[config.mk]
export PLATFORM = sky130hd
export DESIGN_NAME = fetch_decode_skid_reg
export DESIGN_NICKNAME = d
export VERILOG_FILES = /design/src/rtl/fd_pkg.sv /design/src/rtl/pipe_fifo.sv /design/src/rtl/fetch_decode_skid_reg.sv
export SDC_FILE = /design/constraint.sdc
export NUM_CORES = 1
export LEC_CHECK = 0
export ABC_AREA = 1
export BUFFER_PORTS_ARGS = -buffer_cell sky130_fd_sc_hd__buf_2
export CAP_MARGIN = 40
export CORE_MARGIN = 2
export CORE_UTILIZATION = 47
export CTS_BUF_LIST = sky130_fd_sc_hd__clkbuf_8 sky130_fd_sc_hd__clkbuf_16
export DETAILED_ROUTE_END_ITERATION = 6
export GPL_TIMING_DRIVEN = 0
export PLACE_DENSITY = 0.76
export SLEW_MARGIN = 20
export SYNTH_ARGS = -nofsm -noshare
export SYNTH_HDL_FRONTEND = slang
export SYNTH_SLANG_ARGS = --single-unit
[constraint.sdc]
create_clock -name clk -period 4.8 [get_ports clk]
set_input_delay 0.48 -clock clk [delete_from_list [all_inputs] [get_ports clk]]
set_output_delay 0.48 -clock clk [all_outputs]
set_load 0.01 [all_outputs]
[src/rtl/fd_pkg.sv]
// Shared types and constants for the fetch -> decode pipeline boundary.
// The payload struct, the bubble constant and the FIFO operation encoding
// live here so the buffer, its storage sub-module and neighbouring stages
// agree on field order and on what an empty decode slot looks like.
package fd_pkg;

    // Default field width of instr, pc and pc_plus.
    localparam int FD_DATA_WIDTH = 32;

    // Default number of buffer entries; two lets fetch run one beat ahead
    // of a stalled decode without a combinational ready path.
    localparam int FD_DEPTH = 2;

    // addi x0,x0,0 -- the instruction decode sees while the buffer is empty.
    localparam logic [FD_DATA_WIDTH-1:0] FD_NOP_INSTR = 32'h0000_0013;

    // One transfer across the IF->ID boundary, instr in the top bits.
    typedef struct packed {
        logic [FD_DATA_WIDTH-1:0] instr;
        logic [FD_DATA_WIDTH-1:0] pc;
        logic [FD_DATA_WIDTH-1:0] pc_plus;
    } fd_payload_t;

    // What the storage does in a given cycle, encoded as {pop, push}.
    typedef enum logic [1:0] {
        FIFO_IDLE = 2'b00,
        FIFO_PUSH = 2'b01,
        FIFO_POP  = 2'b10,
        FIFO_BOTH = 2'b11
    } fifo_op_t;

    // Payload presented to decode when there is no valid head entry.
    function automatic fd_payload_t bubble();
        fd_payload_t b;
        b.instr   = FD_NOP_INSTR;
        b.pc      = '0;
        b.pc_plus = '0;
        return b;
    endfunction

endpackage

[src/rtl/pipe_fifo.sv]
// Generic elastic storage: DEPTH entries of WIDTH bits, wrap-around read and
// write pointers, an occupancy count and full/empty flags. DEPTH need not be
// a power of two; pointers wrap by comparing against DEPTH-1. A synchronous
// clear empties the buffer and outranks any push or pop in the same cycle.
module pipe_fifo
    import fd_pkg::*;
#(
    parameter int WIDTH = 96,
    parameter int DEPTH = 2
) (
    input  logic                       clk,
    input  logic                       rst,
    input  logic                       clear,
    input  logic                       push,
    input  logic                       pop,
    input  logic [WIDTH-1:0]           wdata,
    output logic [WIDTH-1:0]           rdata,
    output logic [$clog2(DEPTH+1)-1:0] count,
    output logic                       full,
    output logic                       empty
);

    localparam int PTR_W = (DEPTH > 1) ? $clog2(DEPTH) : 1;
    localparam int CNT_W = $clog2(DEPTH+1);
    localparam logic [PTR_W-1:0] LAST_PTR = PTR_W'(DEPTH - 1);
    localparam logic [CNT_W-1:0] FULL_CNT = CNT_W'(DEPTH);

    logic [WIDTH-1:0] mem [DEPTH];
    logic [PTR_W-1:0] wr_ptr;
    logic [PTR_W-1:0] rd_ptr;
    logic             do_push;
    logic             do_pop;
    fifo_op_t         op;

    // Advance a pointer by one, wrapping from the last entry back to zero.
    function automatic logic [PTR_W-1:0] wrap_inc(input logic [PTR_W-1:0] p);
        if (p == LAST_PTR) begin
            return '0;
        end
        return p + PTR_W'(1);
    endfunction

    // Flags come straight from the registered count so no input reaches them.
    assign full  = (count == FULL_CNT);
    assign empty = (count == '0);

    // Guard both operations so the count can neither overflow nor underflow.
    assign do_push = push & ~full & ~clear;
    assign do_pop  = pop & ~empty & ~clear;
    assign op      = fifo_op_t'({do_pop, do_push});

    assign rdata = mem[rd_ptr];

    // Pointer and occupancy bookkeeping; clear drops every entry at once.
    always_ff @(posedge clk or negedge rst) begin
        if (!rst) begin
            wr_ptr <= '0;
            rd_ptr <= '0;
            count  <= '0;
        end else if (clear) begin
            wr_ptr <= '0;
            rd_ptr <= '0;
            count  <= '0;
        end else begin
            case (op)
                FIFO_PUSH: begin
                    wr_ptr <= wrap_inc(wr_ptr);
                    count  <= count + CNT_W'(1);
                end
                FIFO_POP: begin
                    rd_ptr <= wrap_inc(rd_ptr);
                    count  <= count - CNT_W'(1);
                end
                FIFO_BOTH: begin
                    wr_ptr <= wrap_inc(wr_ptr);
                    rd_ptr <= wrap_inc(rd_ptr);
                end
                default: begin
                    count <= count;
                end
            endcase
        end
    end

    // Entry storage needs no reset: an entry is only visible once counted.
    always_ff @(posedge clk) begin
        if (do_push) begin
            mem[wr_ptr] <= wdata;
        end
    end

endmodule

[src/rtl/fetch_decode_skid_reg.sv]
// IF->ID pipeline boundary built as a small elastic buffer. Fetch pushes
// {instr, pc, pc_plus} with a valid/ready handshake, decode pops the head.
// A redirect flush empties the buffer and kills any coincident fetch beat.
// While empty, decode sees a NOP bubble with zero PCs rather than stale data.
// in_ready depends only on the registered count, so there is no
// combinational path from out_ready back to the fetch side.
module fetch_decode_skid_reg
    import fd_pkg::*;
#(
    parameter int                    DATA_WIDTH = FD_DATA_WIDTH,
    parameter int                    DEPTH      = FD_DEPTH,
    parameter logic [DATA_WIDTH-1:0] NOP_INSTR  = DATA_WIDTH'(FD_NOP_INSTR)
) (
    input  logic                       clk,
    input  logic                       rst,
    input  logic                       flush,
    input  logic                       in_valid,
    output logic                       in_ready,
    input  logic [DATA_WIDTH-1:0]      InstrF,
    input  logic [DATA_WIDTH-1:0]      PCF,
    input  logic [DATA_WIDTH-1:0]      PC_PlusF,
    output logic                       out_valid,
    input  logic                       out_ready,
    output logic [DATA_WIDTH-1:0]      InstrD,
    output logic [DATA_WIDTH-1:0]      PCD,
    output logic [DATA_WIDTH-1:0]      PC_PlusD,
    output logic [$clog2(DEPTH+1)-1:0] count
);

    localparam int PAY_W = 3 * DATA_WIDTH;

    logic             enq;
    logic             deq;
    logic             fifo_full;
    logic             fifo_empty;
    logic [PAY_W-1:0] wr_payload;
    logic [PAY_W-1:0] head_payload;

    // Handshake status is derived purely from stored occupancy.
    assign in_ready  = ~fifo_full;
    assign out_valid = ~fifo_empty;

    // A flush wins over both sides of the handshake in the same cycle.
    assign enq = in_valid & in_ready & ~flush;
    assign deq = out_valid & out_ready & ~flush;

    assign wr_payload = {InstrF, PCF, PC_PlusF};

    pipe_fifo #(
        .WIDTH (PAY_W),
        .DEPTH (DEPTH)
    ) u_fifo (
        .clk   (clk),
        .rst   (rst),
        .clear (flush),
        .push  (enq),
        .pop   (deq),
        .wdata (wr_payload),
        .rdata (head_payload),
        .count (count),
        .full  (fifo_full),
        .empty (fifo_empty)
    );

    // Show the head entry when valid, otherwise a NOP bubble with zero PCs.
    always_comb begin
        InstrD   = NOP_INSTR;
        PCD      = '0;
        PC_PlusD = '0;
        if (out_valid) begin
            InstrD   = head_payload[3*DATA_WIDTH-1:2*DATA_WIDTH];
            PCD      = head_payload[2*DATA_WIDTH-1:DATA_WIDTH];
            PC_PlusD = head_payload[DATA_WIDTH-1:0];
        end
    end

endmodule
==> metrics.txt <==
Total Nets Final=879; setup bufs post-CTS=0; Worst EP required=4.32 ns; largest net degree at the start of global routing=27; Setup Skew=0.01231 ns; Seq/Total Area, Yosys=78.96%; Reg2Reg Depth=6; Max IR drop VDD=0.2553 mV; Post-DP HPWL=10750 um; Synth Area in Adders=0%; Die Area=16830 um^2; vias in the first global route=4733; CTS Buf Count=17; GPL Wtd Cong=0.7774; Least-Margin Pin Slew=0.7628 ns; first-pass GRT wire length=23160 um; status=complete, no violations; Slew headroom=49.03%; Worst-path clk slew=0.07 ns; CTS tree=done; GR Overflow Total=0; post-synthesis cell count=551; Worst R2R Setup Slack=2.65 ns; simple-gate share of the synthesized area=11.50%; GRT Util Overall=18.39%; Hold Crit Start=InstrF[30]; Setup TNS Final=0 ns; Yosys warning count=0; largest family of logic cells by synthesized area=simple AND/OR/NAND/NOR gates; Fmax=419.3 MHz; final worst-path cycle share=49.68%; drt first pass iters=4; via density per instance=4.882; initial antenna violation count=3; initial DRC count=347; post-synthesis mux area share=0%; max-slew violations=0; crit path max fanout=10; Crit. End Element=output port; post_cts resized=0; total area of sequential cells=5866 um^2; Syn Nets=652; H-tree depth=4; XOR/XNOR share of the synthesized area=0.1179%; PwrDens=514.5 nW/um^2; Final Critical Period=2.385 ns; Routed WL=15620 um; Post-Syn Area per Cell=13.48 um^2; Avg WL per Cell=15.56 um; Reg-to-Reg End=u_fifo.mem[1][72]; crit path launch type=register; Detail Route Antenna Nets=0; final hold vios=0; RSZ-0062 raised after global routing=no; standard-cell row count=45; Clock Sinks=196; IO buf count=200; Cell Area, Placed=8864 um^2; initial core utilization=48.50%; hold worst-path end=u_fifo.mem[1][94]; DRC violation count after routing=0; final setup violation count=0; Yosys cell types=19; R2R Path Start=u_fifo.count[0]; Root Buffer=clkbuf_16; Max Cap Violations=0; hold depth=1; core area=15310 um^2; clock latency on the worst-skew pair=0.42 ns; P&R area growth vs syn=26.49%; CP Class=register to output port; Layout fillers=1200; Max clock buf depth=2; footprint of the multi-input gates=1356 um^2; post-synthesis compound-gate area fraction=6.434%; worst path arrival time=1.90 ns; Hold WC Path Type=input pin to register; final instance area=9397 um^2; width of the die=129.7 um; Synth Register Bits=196; io pins=201; Vias=4902; height of the die=129.7 um; synthesized area=7428 um^2; layout cell share with drive strength beyond 1=34.64%; Lkg Pwr=0.003812 uW
[cell usage in the layout, fill, tap and decap left out, types with 2 or more instances in the layout]
| master | instances |
|---|---|
| buf_2 | 220 |
| nand2_1 | 204 |
| edfxtp_1 | 192 |
| a21oi_1 | 93 |
| clkbuf_16 | 17 |
| clkinv_2 | 7 |
| inv_1 | 6 |
| nand3_1 | 6 |
| buf_6 | 5 |
| buf_12 | 5 |
| nor2_4 | 4 |
| clkbuf_1 | 4 |
| dfrtp_1 | 4 |
| inv_2 | 3 |
| nand2_2 | 3 |
| clkinv_4 | 3 |
| diode_2 | 2 |
| buf_4 | 2 |
| inv_6 | 2 |
| clkinv_1 | 2 |
| buf_16 | 2 |
[Yosys cell counts]
master      n  area, um^2
a21oi_1    93       465.5
buf_2      20       100.1
buf_4       2       15.01
buf_6       5       56.30
clkbuf_1    4       15.01
clkinv_2    1       5.000
dfrtp_1     4       100.1
edfxtp_1  192        5766
inv_1       5       18.77
inv_2       3       11.26
nand2_1   204       765.7
nand2_2     3       18.77
nand3_1     6       30.03
nand4_1     1       6.260
nor2_1      3       11.26
nor2_4      2       22.52
o21ai_0     1       5.000
o21bai_1    1       7.510
xor2_1      1       8.760
[cell type report]
class | instances | area share, %
Sequential cell | 196 | 62.42
Multi-Input combinational cell | 315 | 14.43
Timing Repair Buffer | 208 | 12.41
Clock buffer | 17 | 4.527
Tap cell | 211 | 2.810
Buffer | 31 | 1.984
Clock inverter | 15 | 0.9854
Inverter | 9 | 0.3728
Antenna cell | 2 | 0.05326
[per-stage QoR]
stage,power (uW),hold WS [ns],worst slack (ns),util [%],instances
after global routing,5107,0.2232,2.266,61.32,1002
after CTS,4875,0.2279,2.379,61.32,1002
final,4834,0.2375,2.415,61.36,1004
after detailed placement,3641,0.2914,2.515,57.88,969
after global placement,3599,0.2906,-0.2474,56.80,962
after floorplan,2986,0.1844,1.100,-,551
[logic make-up (layout without fill, tap and decap cells)]
kind of cell / Yosys count / in the layout
AND/OR/NAND/NOR: 219 / 219
other: 0 / 2
buffers and inverters: 40 / 280
flip-flops: 196 / 196
XOR/XNOR: 1 / 1
AO/OA/AOI/OAI: 95 / 95
[what timing repair did]
action	4_1_cts	5_1_grt
endpoints found under the setup margin	0	0
hold buffers	1	0
hold endpoints to repair	4	0
[metal layers]
metal	track usage [%]	up-vias	wire length [um]
met1	21.98	2315	6652
li1	-	2397	-
met5	0	-	25
met3	5.863	24	996
met4	7.147	4	318
met2	31.29	162	7630
[power by group]
part	switching, uW	internal [uW]	leakage, uW	total, uW
clock	590	656	0.000263	1250
combinational	965	536	0.00174	1500
sequential	43.7	2040	0.00181	2090
[worst max-delay path, cell delays in order, from the launching register on]
cell      delay [ns]
dfrtp_1         0.36
buf_4           0.19
clkinv_2        0.12
buf_6           0.16
buf_2           0.23
nand2_1         0.07
a21oi_1         0.18
buf_2           0.17
[flip-flops by register name, indices dropped and copies added (netlist names)]
| register | count |
|---|---|
| u_fifo.mem | 192 |
| u_fifo.wr_ptr | 1 |
| u_fifo.count | 2 |
| u_fifo.rd_ptr | 1 |
[worst max-delay path by stage]
stage | end | start | slack (ns)
3_5_place_dp | u_fifo.mem[1][69] | in_valid | 2.52
5_1_grt | InstrD[12] | u_fifo.rd_ptr | 2.27
6_report | InstrD[12] | u_fifo.rd_ptr | 2.42
3_3_place_gp | u_fifo.mem[0][50] | in_valid | -0.25
4_1_cts | InstrD[12] | u_fifo.rd_ptr | 2.38
2_1_floorplan | u_fifo.mem[0][0] | u_fifo.count[0] | 1.10
Power figures use the tool's default switching activity.
